--- src/rtl/down_counter_pkg.sv ---
// Shared definitions for the loadable down-counter: control states and default width.
package down_counter_pkg;

    localparam int DEFAULT_WIDTH = 8;

    typedef enum logic [1:0] {
        IDLE = 2'd0,
        RUN  = 2'd1,
        DONE = 2'd2
    } state_t;

endpackage

--- src/rtl/down_counter.sv ---
// Loadable down-counter with one-cycle terminal-count pulse.
// Optional macro DOWN_COUNTER_AUTO_RELOAD_EN turns the one-shot into a periodic timer.
module down_counter
    import down_counter_pkg::*;
#(
    parameter int WIDTH = DEFAULT_WIDTH
) (
    input  logic             clk,
    input  logic             reset,
    input  logic [WIDTH-1:0] Data,
    input  logic             load,
    input  logic             enable,
    output logic [WIDTH-1:0] Q,
    output logic             zero,
    output logic             tc,
    output logic             busy
);

    state_t           state, state_n;
    logic [WIDTH-1:0] q_n;
    logic             tc_n;

`ifdef DOWN_COUNTER_AUTO_RELOAD_EN
    logic [WIDTH-1:0] reload, reload_n;
`endif

    always_ff @(posedge clk) begin
        if (!reset) begin
            state <= IDLE;
            Q     <= '0;
            tc    <= 1'b0;
`ifdef DOWN_COUNTER_AUTO_RELOAD_EN
            reload <= '0;
`endif
        end else begin
            state <= state_n;
            Q     <= q_n;
            tc    <= tc_n;
`ifdef DOWN_COUNTER_AUTO_RELOAD_EN
            reload <= reload_n;
`endif
        end
    end

    // tc defaults low every cycle, which bounds the pulse to exactly one cycle.
    always_comb begin
        state_n = state;
        q_n     = Q;
        tc_n    = 1'b0;
`ifdef DOWN_COUNTER_AUTO_RELOAD_EN
        reload_n = reload;
`endif
        if (load) begin
            q_n     = Data;
            state_n = (Data != '0) ? RUN : IDLE;
`ifdef DOWN_COUNTER_AUTO_RELOAD_EN
            reload_n = Data;
`endif
        end else begin
            case (state)
                RUN: begin
                    if (enable) begin
                        if (Q > WIDTH'(1)) begin
                            q_n = Q - WIDTH'(1);
                        end else begin
                            tc_n = 1'b1;
`ifdef DOWN_COUNTER_AUTO_RELOAD_EN
                            q_n = reload;
`else
                            q_n     = '0;
                            state_n = DONE;
`endif
                        end
                    end
                end
                DONE: begin
                    q_n = '0;
                end
                default: begin
                    state_n = state;
                end
            endcase
        end
    end

    assign zero = (Q == '0);
    assign busy = (state == RUN);

endmodule

--- config.mk ---
export PLATFORM = sky130hd
export DESIGN_NAME = down_counter
export DESIGN_NICKNAME = d
export VERILOG_FILES = /design/src/rtl/down_counter_pkg.sv /design/src/rtl/down_counter.sv
export SDC_FILE = /design/constraint.sdc
export NUM_CORES = 1
export LEC_CHECK = 0
export BUFFER_PORTS_ARGS = -buffer_cell sky130_fd_sc_hd__buf_4
export CAP_MARGIN = 20
export CORE_UTILIZATION = 48
export DETAILED_ROUTE_END_ITERATION = 10
export GPL_ROUTABILITY_DRIVEN = 0
export PLACE_DENSITY = 0.77
export SETUP_SLACK_MARGIN = 0.02
export SLEW_MARGIN = 20
export SYNTH_ARGS = -nofsm -noshare
export SYNTH_HDL_FRONTEND = slang
export SYNTH_SLANG_ARGS = --single-unit
--- constraint.sdc ---
create_clock -name clk -period 2.7 [get_ports clk]
set_clock_uncertainty 0.15 [all_clocks]
set_input_delay 0.405 -clock clk [delete_from_list [all_inputs] [get_ports clk]]
set_output_delay 0.405 -clock clk [all_outputs]
set_load 0.05 [all_outputs]
Yosys cells after proc, flatten, opt, wreduce, memory -nomap -nowiden. Cells that the tools add are included.

Register bits: 11. Input bits: 12.

$add $sub $neg: 1. Order comparisons: 1. Eq/ne operators: 4. Mux-type cells: 10. Bitwise operators: 3. Reduce and logical (&&, ||, !) cells: 8.

Operators with widths (number): $mux 8 (3); $pmux 8 s2 (1); $gt 8x1->1 const B (1); $logic_not 8->1 (1); $mux 2 (4); $reduce_bool 8->1 (1); $sub 8x1->8 const B (1); $reduce_bool 2->1 (2); $reduce_or 4->1 (1); $ne 3x3->1 const B (1); $not 1->1 (3); $reduce_and 3->1 (1); $reduce_bool 3->1 (1); $eq 2x1->1 const B (1); $eq 2x2->1 const B (1); $mux 1 (2); $ne 2x2->1 const B (1); $reduce_and 2->1 (1).

Longest topological paths before layout. Gate-level depths: netlist of the first run.

Word-level depth: 5. Depth in mapped cells: 6. Gate-level depth less buffers: 6.

Least setup slack after synthesis of the first run. OpenSTA, ideal clock, no wires.

Kind: reg-to-reg. Start point: reg Q[0]. End point: reg Q[6]. Library setup time: 120 ps. Data arrival time: 1918 ps. Required time: 2430 ps. Slack: 512 ps. Cell stages (with the launch flop): 7. Path buffers: 0. Path through: dfxtp_1 inv_1 ha_1 or3b_1 or4_1 a32oi_1 a21oi_1.

Cells in the longest elaborated chain, start to end: 5.

Ends and longest elaborated chain: start, declared (line down_counter.sv:13) `output logic [WIDTH-1:0] Q,`; start signal, assigned (line down_counter.sv:37) `Q <= q_n;`; $sub 8x1->8 / $gt 8x1->1 (equally long branches) (line down_counter.sv:64, down_counter.sv:63); $mux 8 (*) (line down_counter.sv:63) `if (Q > WIDTH'(1)) begin`; $mux 8 (*) (line down_counter.sv:62) `if (enable) begin`; $pmux 8 s2 (*) (line down_counter.sv:60) `case (state)`; $mux 8 (*) (line down_counter.sv:53) `if (load) begin`.

Mark *: on every way between the ends. The rest lies on a longest branch, timed or not. The select of a mux whose other input is x is not followed. A chain may end at the register's enable or synchronous reset.

Worst setup path after layout of the first run. Same ends and word-level chain as after synthesis.

==> flow_metrics.tcl, run 1 <==
set metrics [dict create \
    seq_area_um2 220 \
    initial_antenna_violation_count 0 \
    worst_pin_slew_ns 0.647 \
    critical-path-slowest-cell "or3b_1" \
    timing.slew.headroom 0.567 \
    area.growth.synth_to_final_pct 28.5 \
    dr_vias 762 \
    multi_input_area_um2 435 \
    setup_violations 0 \
    grt.overflow.total 0 \
    gr-usage-all-layers 0.256 \
    clk_transition_reported_paths_ns 0.07 \
    wl_per_cell_um 14.1 \
    layout_min_cycle_time_ns 2.07 \
    fin_setup_tns_ns 0 \
    grt_first_pass_wirelength_mm 2.68 \
    drt_first_pass_iters 4 \
    min_period_over_period 0.767 \
    cts.path.max_buffers 2 \
    numClockSinks 11 \
    finalMaxSlewViolations 0 \
    drt_drc_violations_left 0 \
    final_layout_size_suffix_gt1_frac 0.234 \
    worst_setup_path_start_kind "register" \
    outcome "complete, no violations" \
    design.final.nets 127 \
    io_pins 23 \
    syn-num-nets 103 \
    synthesis.instances 88 \
    fp.dieArea_um2 1600 \
    die_height_um 40.0 \
    final_area_um2 892 \
    synthesized_cell_area_um2 694 \
    cts-resized-gates 0 \
    yosys_warnings 0 \
    synth_enable_flop_cells 0 \
    total_leakage_power_uw 0.000376 \
    cp.arrival_ns 2.09 \
    wirelength_mm 1.78 \
    num_antenna_cells 0 \
    max-cap-violations 0 \
    drt-vias-per-instance 6.05 \
    yosys_register_bits 11 \
    die_w_um 40.0 \
    hp-class "input pin to register" \
    first_global_vias 602 \
    portBuffers 22 \
    rsz_0062_raised_after_global_routing "no" \
    initialDrtViolationCount 24 \
    layout_common_cells "buf_4 (22), dfxtp_1 (11), inv_1 (7), nand2_1 (7), nor3_1 (6)" \
    fmaxAchievable_ghz 0.483 \
    worst_setup_path_end_kind "register" \
    cts_inserted_buffers 3 \
    cts_max_level 1 \
    cts_setup_buffers 0 \
    worst-setup-path-type "register to register" \
    power_per_cell_area_nw_per_um2 571 \
    cp_slowest_stage_delay_ns 0.41 \
    grt_max_degree 17 \
    timing.critical_path.fanout_max 7 \
    cellInternalPower_uw 304 \
    pwr-share-seq 0.380 \
    fp.coreArea_um2 1320 \
    postCtsHoldBufs 0 \
    power_frac_comb 0.390 \
    critPathRequiredTime_ns 2.72 \
    clkLatencyLatePin_ns 0.27 \
    mostFrequentLayoutCell "buf_4" \
    total_switching_power_uw 206 \
    async_flop_share 0 \
    ant_nets 0 \
    netlist_cell_types 35 \
    root_buffer "clkbuf_4" \
    clock_power_share 0.230 \
    dpl.hpwl_mm 1.33 \
    core.rowCount 13 \
    fillCellCount 126 \
    post_synthesis_mean_instance_area_um2 7.89 \
    path_cells "inv_1 -> ha_1 -> or3b_1 -> or4_1 -> a32oi_1 -> a21oi_1" \
    switching_share 0.404 \
    ir_drop_mv 0.331 \
    placement.cell_area_um2 866 \
    synth_sequential_area_ratio 0.317 \
    hold_viol 0 \
    postSynth.topFlopCell "dfxtp_1" \
    initial_utilization 0.527 \
    tritoncts "built" \
]
sequential cells by signal, summed over array words and instances, names as in the netlist:
signal / cells
state: 2
Q: 8
tc: 1
critical path: cells and delay by family (launching register included):
family / cells / cell delay (ns)
and+or+nand+nor: 2 / 0.81
DFF: 1 / 0.37
AOI/OAI and AO/OA: 2 / 0.28
adders and majority gates: 1 / 0.23
buffers and inverters: 1 / 0.12
power by group through the flow:
stage / clock (uW) / combinational [uW] / sequential [uW]
2_1_floorplan: 0 / 104 / 232
3_3_place_gp: 0 / 198 / 196
3_5_place_dp: 0 / 198 / 197
4_1_cts: 117 / 199 / 193
5_1_grt: 123 / 216 / 196
6_report: 117 / 199 / 193
per-stage QoR:
stage,utilization,power (uW),setup slack [ns],std cells,hold slack [ns]
after floorplan,-,336,0.512,88,0.322
after global placement,0.657,394,0.690,122,0.338
after detailed placement,0.657,395,0.647,122,0.353
after CTS,0.677,509,0.627,126,0.256
after global routing,0.677,535,0.554,126,0.264
final,0.677,510,0.628,126,0.253
cell usage after synthesis, drive strengths merged (2+ instances only):
master  number  area share
inv          7       0.038
o211ai       2       0.022
o21ai        3       0.022
nor2b        3       0.027
nor3         7       0.058
a31oi        2       0.018
buf          2       0.013
nand4        2       0.018
nor4         3       0.027
nand2        7       0.038
nand3        4       0.029
a311oi       2       0.025
dfxtp       11        0.32
a32oi        4       0.050
ha           3       0.054
a21oi        5       0.036
nor2         4       0.022
o22ai        2       0.018
cell type report:
cell class | instances | area share
clock buffers | 4 | 0.0295
inverters | 7 | 0.0295
multi-input cells | 67 | 0.488
flip-flops and latches | 11 | 0.247
well taps | 15 | 0.0210
repair buffers | 22 | 0.185
routing by layer:
layer | up-vias | track usage | share of wire | routed length, um
li1 | 388 | - | - | -
met1 | 328 | 0.352 | 0.46 | 823
met2 | 40 | 0.379 | 0.44 | 786
met3 | 6 | 0.0833 | 0.084 | 150
met4 | 0 | 0.0690 | 0.011 | 19
met5 | - | 0 | 0 | 0
final timing paths:
check,start,to,slack (ns),cells past startpoint
setup / recovery,Q[0],Q[6],0.63,6
hold / removal,reset,Q[5],0.25,2
setup reg to reg,Q[0],Q[6],0.63,6
hold reg to reg,Q[7],Q[7],0.37,2
cells by family (layout without fill, tap and decap cells):
logic type | count (synthesis) | in the layout | synth area share
simple gates | 37 | 37 | 0.292
compound gates | 26 | 26 | 0.267
flops | 11 | 11 | 0.317
buf+inv | 10 | 33 | 0.0558
fa+ha+maj | 3 | 3 | 0.0541
mux | 1 | 1 | 0.0144
Power figures use the tool's default switching activity.
==> run 2: changes to the inputs <==
clock period = 2.15 ns   (was 2.7 ns; I/O delays follow)
==> run 2 against run 1 <==
Net effect:
- via count is 6.8% higher
- first-iteration DRC count is 25% higher
- sequential cell count unchanged
- highest routed layer unchanged
- utilization grew 4.2 points
- die area stayed put
- critical endpoint unchanged
- largest cell class unchanged
- hold slack got worse by 0.082 ns
- cell area grew 6.2%
- wire length is 12% higher
==> flow_metrics.tcl, run 2 (synthesized netlist as in run 1, its figures left out) <==
set metrics [dict create \
    dpl.hpwl_mm 1.50 \
    cts_inserted_buffers 3 \
    dr_vias 814 \
    cpLargestDelayFamily "simple AND/OR/NAND/NOR gates" \
    min_period_over_period 0.920 \
    pre_cts_ws_ns 0.116 \
    die_w_um 40.0 \
    timing.slew.headroom 0.677 \
    critical-path-slowest-cell "or4_1" \
    largest_registers "Q (8), state (2), tc (1)" \
    worst-setup-path-type "register to register" \
    worst_setup_path_end_kind "register" \
    final_layout_size_suffix_gt1_frac 0.297 \
    power_frac_comb 0.428 \
    worst_setup_path_start_kind "register" \
    fp.dieArea_um2 1600 \
    stdcell_count 133 \
    ant_nets 0 \
    total_leakage_power_uw 0.000409 \
    num_antenna_cells 0 \
    grt_first_pass_wirelength_mm 2.94 \
    wl_per_cell_um 14.9 \
    wirelength_mm 1.99 \
    tritoncts "built" \
    portBuffers 22 \
    cts_setup_buffers 0 \
    cp.arrival_ns 1.99 \
    layout_min_cycle_time_ns 1.98 \
    hold_viol 0 \
    postCtsHoldBufs 0 \
    mostFrequentLayoutCell "buf_4" \
    initial_utilization 0.527 \
    clock_power_share 0.213 \
    hp-class "input pin to register" \
    numClockSinks 11 \
    initial_antenna_violation_count 0 \
    die_height_um 40.0 \
    dp.cells 126 \
    critPathRequiredTime_ns 2.16 \
    first_global_vias 641 \
    gr-usage-all-layers 0.276 \
    cts-resized-gates 0 \
    cellInternalPower_uw 409 \
    grt.overflow.total 0 \
    final_area_um2 947 \
    total_switching_power_uw 270 \
    worst_r2r_startpoint "Q[0]" \
    setup_violations 0 \
    root_buffer "clkbuf_4" \
    max-cap-violations 0 \
    fp.coreArea_um2 1320 \
    initialDrtViolationCount 30 \
    core.rowCount 13 \
    cp_slowest_stage_delay_ns 0.42 \
    cts.path.max_buffers 2 \
    io_pins 23 \
    ir_drop_mv 0.479 \
    cts_max_level 1 \
    drt_first_pass_iters 4 \
    hold-worst-slack_ns 0.171 \
    post-route-worst-setup-slack_ns 0.172 \
    path_cells "inv_1 -> ha_1 -> or3b_1 -> or4_1 -> a32oi_1 -> a21oi_1" \
    setup.reg_to_reg.worst_slack_ns 0.17 \
    timing.critical_path.fanout_max 7 \
    clk_transition_reported_paths_ns 0.07 \
    fin_setup_tns_ns 0 \
    power_per_cell_area_nw_per_um2 717 \
    worst_pin_slew_ns 0.480 \
    area.growth.synth_to_final_pct 36.4 \
    fmaxAchievable_ghz 0.506 \
    largest-register "Q" \
    switching_share 0.398 \
    grt_max_degree 17 \
    finalMaxSlewViolations 0 \
    design.final.nets 134 \
    drt_drc_violations_left 0 \
    pwr-share-seq 0.359 \
    path_buf_inv 1 \
    holdCritStartpoint "reset" \
    largest_register_ff_count 8 \
    clkLatencyLatePin_ns 0.27 \
    worst_setup_path_startpoint "Q[0]" \
    rsz_0062_raised_after_global_routing "no" \
    layout_common_cells "buf_4 (29), dfxtp_1 (9), inv_1 (7), nand2_1 (7), nor3_1 (6)" \
    drt-vias-per-instance 6.12 \
    outcome "complete, no violations" \
    placement.cell_area_um2 898 \
]
-- run 2: changes by cell type in the layout (fill, tap and decap cells not counted) --
cell,change
buf_4,+7
dfxtp_1,-2
dfxtp_2,+2
-- run 2: power by group through the flow --
stage	combinational (uW)	sequential, uW	clock [uW]
floorplan	130	292	0
CTS	269	243	147
global route	309	248	152
global placement	266	247	0
finish	291	244	145
detailed placement	268	248	0
-- run 2: layout make-up --
cell class,instances,area (um^2)
multi-input cells,67,435
flip-flops and latches,11,223
repair buffers,29,218
clock buffers,4,26.3
well taps,15,18.8
fillers,107,370
inverters,7,26.3
-- run 2: stage by stage --
stage,total power (uW),utilization
global placement,513,0.682
floorplan,423,-
CTS,660,0.702
global route,709,0.719
finish,679,0.719
detailed placement,516,0.682
-- run 2: path summary, 6_finish.rpt --
kind	to	cells past startpoint
worst max-delay path	Q[6]	6
worst min-delay path	Q[5]	2
worst max register to register	Q[6]	6
worst min register to register	state[1]	2
-- run 2: layer usage --
metal,share of wire,up-vias,GRT usage
met5,0,-,0
met4,0.014,0,0.103
met3,0.056,5,0.0333
met2,0.49,35,0.456
met1,0.44,375,0.362
li1,-,399,-
==> run 3: changes to the inputs <==
REMOVE_ABC_BUFFERS = 1   (was default)
==> run 3 against run 2 <==
Net effect:
- sequential power decreased by 2%
- cell area decreased by 0.79%
- clock-buffer cell count unchanged
- sequential share of layout area decreased by 0.079 points
- hold slack improved by 0.010 ns
- non-clock buffer count decreased by 1
- critical path depth unchanged
- critical endpoint unchanged
- largest power group unchanged
==> flow_metrics.tcl, run 3 (synthesized netlist as in run 1, its figures left out) <==
set metrics [dict create \
    fp.coreArea_um2 1320 \
    reg2regPathDepth 6 \
    hold_viol 0 \
    worst_r2r_startpoint "Q[1]" \
    initial_antenna_violation_count 0 \
    hp-class "input pin to register" \
    cts_setup_buffers 0 \
    postCtsHoldBufs 0 \
    wl_per_cell_um 14.1 \
    num_antenna_cells 0 \
    ir_drop_mv 0.433 \
    largest_register_ff_count 8 \
    die_height_um 40.0 \
    die_w_um 40.0 \
    clk_transition_reported_paths_ns 0.07 \
    final_area_um2 940 \
    drt_first_pass_iters 4 \
    wirelength_mm 1.87 \
    power_per_cell_area_nw_per_um2 707 \
    initialDrtViolationCount 29 \
    timing.slew.headroom 0.752 \
    worst_r2r_endpoint "Q[6]" \
    report.power.total_uw 664 \
    pre_cts_ws_ns 0.108 \
    first_global_vias 645 \
    hold-worst-slack_ns 0.181 \
    worst_pin_slew_ns 0.369 \
    dr_vias 783 \
    ant_nets 0 \
    finalMaxSlewViolations 0 \
    clkLatencyLatePin_ns 0.27 \
    worst_setup_path_end_kind "register" \
    worst-setup-path-type "register to register" \
    grt_max_degree 17 \
    setup_violations 0 \
    max-cap-violations 0 \
    setup.reg_to_reg.worst_slack_ns 0.11 \
    cp.arrival_ns 2.04 \
    numClockSinks 11 \
    io_pins 23 \
    placement.cell_area_um2 911 \
    largest_registers "Q (8), state (2), tc (1)" \
    gr-usage-all-layers 0.276 \
    post-route-worst-setup-slack_ns 0.115 \
    design.final.nets 133 \
    critPathRequiredTime_ns 2.16 \
    final_layout_size_suffix_gt1_frac 0.282 \
    cts_inserted_buffers 3 \
    largest-register "Q" \
    cp_slowest_stage_delay_ns 0.41 \
    fp.dieArea_um2 1600 \
    root_buffer "clkbuf_4" \
    min_period_over_period 0.947 \
    portBuffers 22 \
    area.growth.synth_to_final_pct 35.3 \
    layout_min_cycle_time_ns 2.04 \
    rsz_0062_raised_after_global_routing "no" \
    grt.overflow.total 0 \
    initial_utilization 0.527 \
    total_leakage_power_uw 0.000404 \
    tritoncts "built" \
    cts.path.max_buffers 2 \
    mostFrequentLayoutCell "buf_4" \
    drt-vias-per-instance 5.93 \
    critical-path-slowest-cell "or4_1" \
    timing.critical_path.fanout_max 6 \
    grt_first_pass_wirelength_mm 2.84 \
    path_cells "inv_1 -> ha_2 -> or3b_1 -> or4_1 -> a32oi_1 -> a21oi_1" \
    critPathCapture "Q[6]" \
    dpl.hpwl_mm 1.45 \
    worst_setup_path_startpoint "Q[1]" \
    core.rowCount 13 \
    fmaxAchievable_ghz 0.491 \
    outcome "complete, no violations" \
    layout_common_cells "buf_4 (28), dfxtp_1 (11), inv_1 (7), nand2_1 (7), nor3_1 (6)" \
    worst_setup_path_start_kind "register" \
    cts-resized-gates 0 \
    drt_drc_violations_left 0 \
    cts_max_level 1 \
]
## run 3: changes by cell type in the layout (fill, tap and decap cells not counted)
cell     previous run  this run
buf_4              29        28
dfxtp_1             9        11
dfxtp_2             2         0
ha_1                3         2
ha_2                0         1
## run 3: layer usage
| metal | wire, um | vias to the layer above | share of wire | GRT usage |
|---|---|---|---|---|
| met4 | 12 | 0 | 0.0064 | 0.129 |
| li1 | - | 396 | - | - |
| met2 | 882 | 29 | 0.47 | 0.431 |
| met1 | 868 | 356 | 0.47 | 0.362 |
| met5 | 0 | - | 0 | 0 |
| met3 | 103 | 2 | 0.055 | 0.0500 |
## run 3: final cells by class
type                       instances  area (um^2)
multi-input combinational         67          438
tap                               15         18.8
timing repair buffer              28          210
clock buffer                       4         26.3
fill                             109          378
sequential                        11          220
inverter                           7         26.3
## run 3: worst max-delay path, delay by kind of cell (launching register included)
family / cells / cell delay [ns]
AND/OR/NAND/NOR: 2 / 0.80
AO/OA/AOI/OAI: 2 / 0.29
flip-flops: 1 / 0.36
buffers and inverters: 1 / 0.11
adder cells (fa/ha/maj): 1 / 0.22
## run 3: metrics by stage
step                       util  setup TNS [ns]  cells
final                     0.713               0    132
after global routing      0.713               0    132
after CTS                 0.711               0    132
after detailed placement  0.691               0    128
after global placement    0.691               0    128
after floorplan               -         -0.0376     85
## run 3: report_power, final
group / switching [uW] / total [uW] / leakage [uW] / internal, uW
Clock: 70.9 / 143 / 0.0000150 / 71.8
Sequential: 20.3 / 240 / 0.0000906 / 220
Combinational: 170 / 281 / 0.000298 / 111
## run 3: how the worst min path moves through the flow
stage,end,from,slack [ns],cells past startpoint
finish,Q[5],reset,0.18,2
floorplan,state[1],load,0.25,1
detailed placement,Q[7],Q[7],0.35,2
global placement,Q[7],Q[7],0.34,2
global route,Q[5],reset,0.17,2
CTS,Q[5],reset,0.17,2
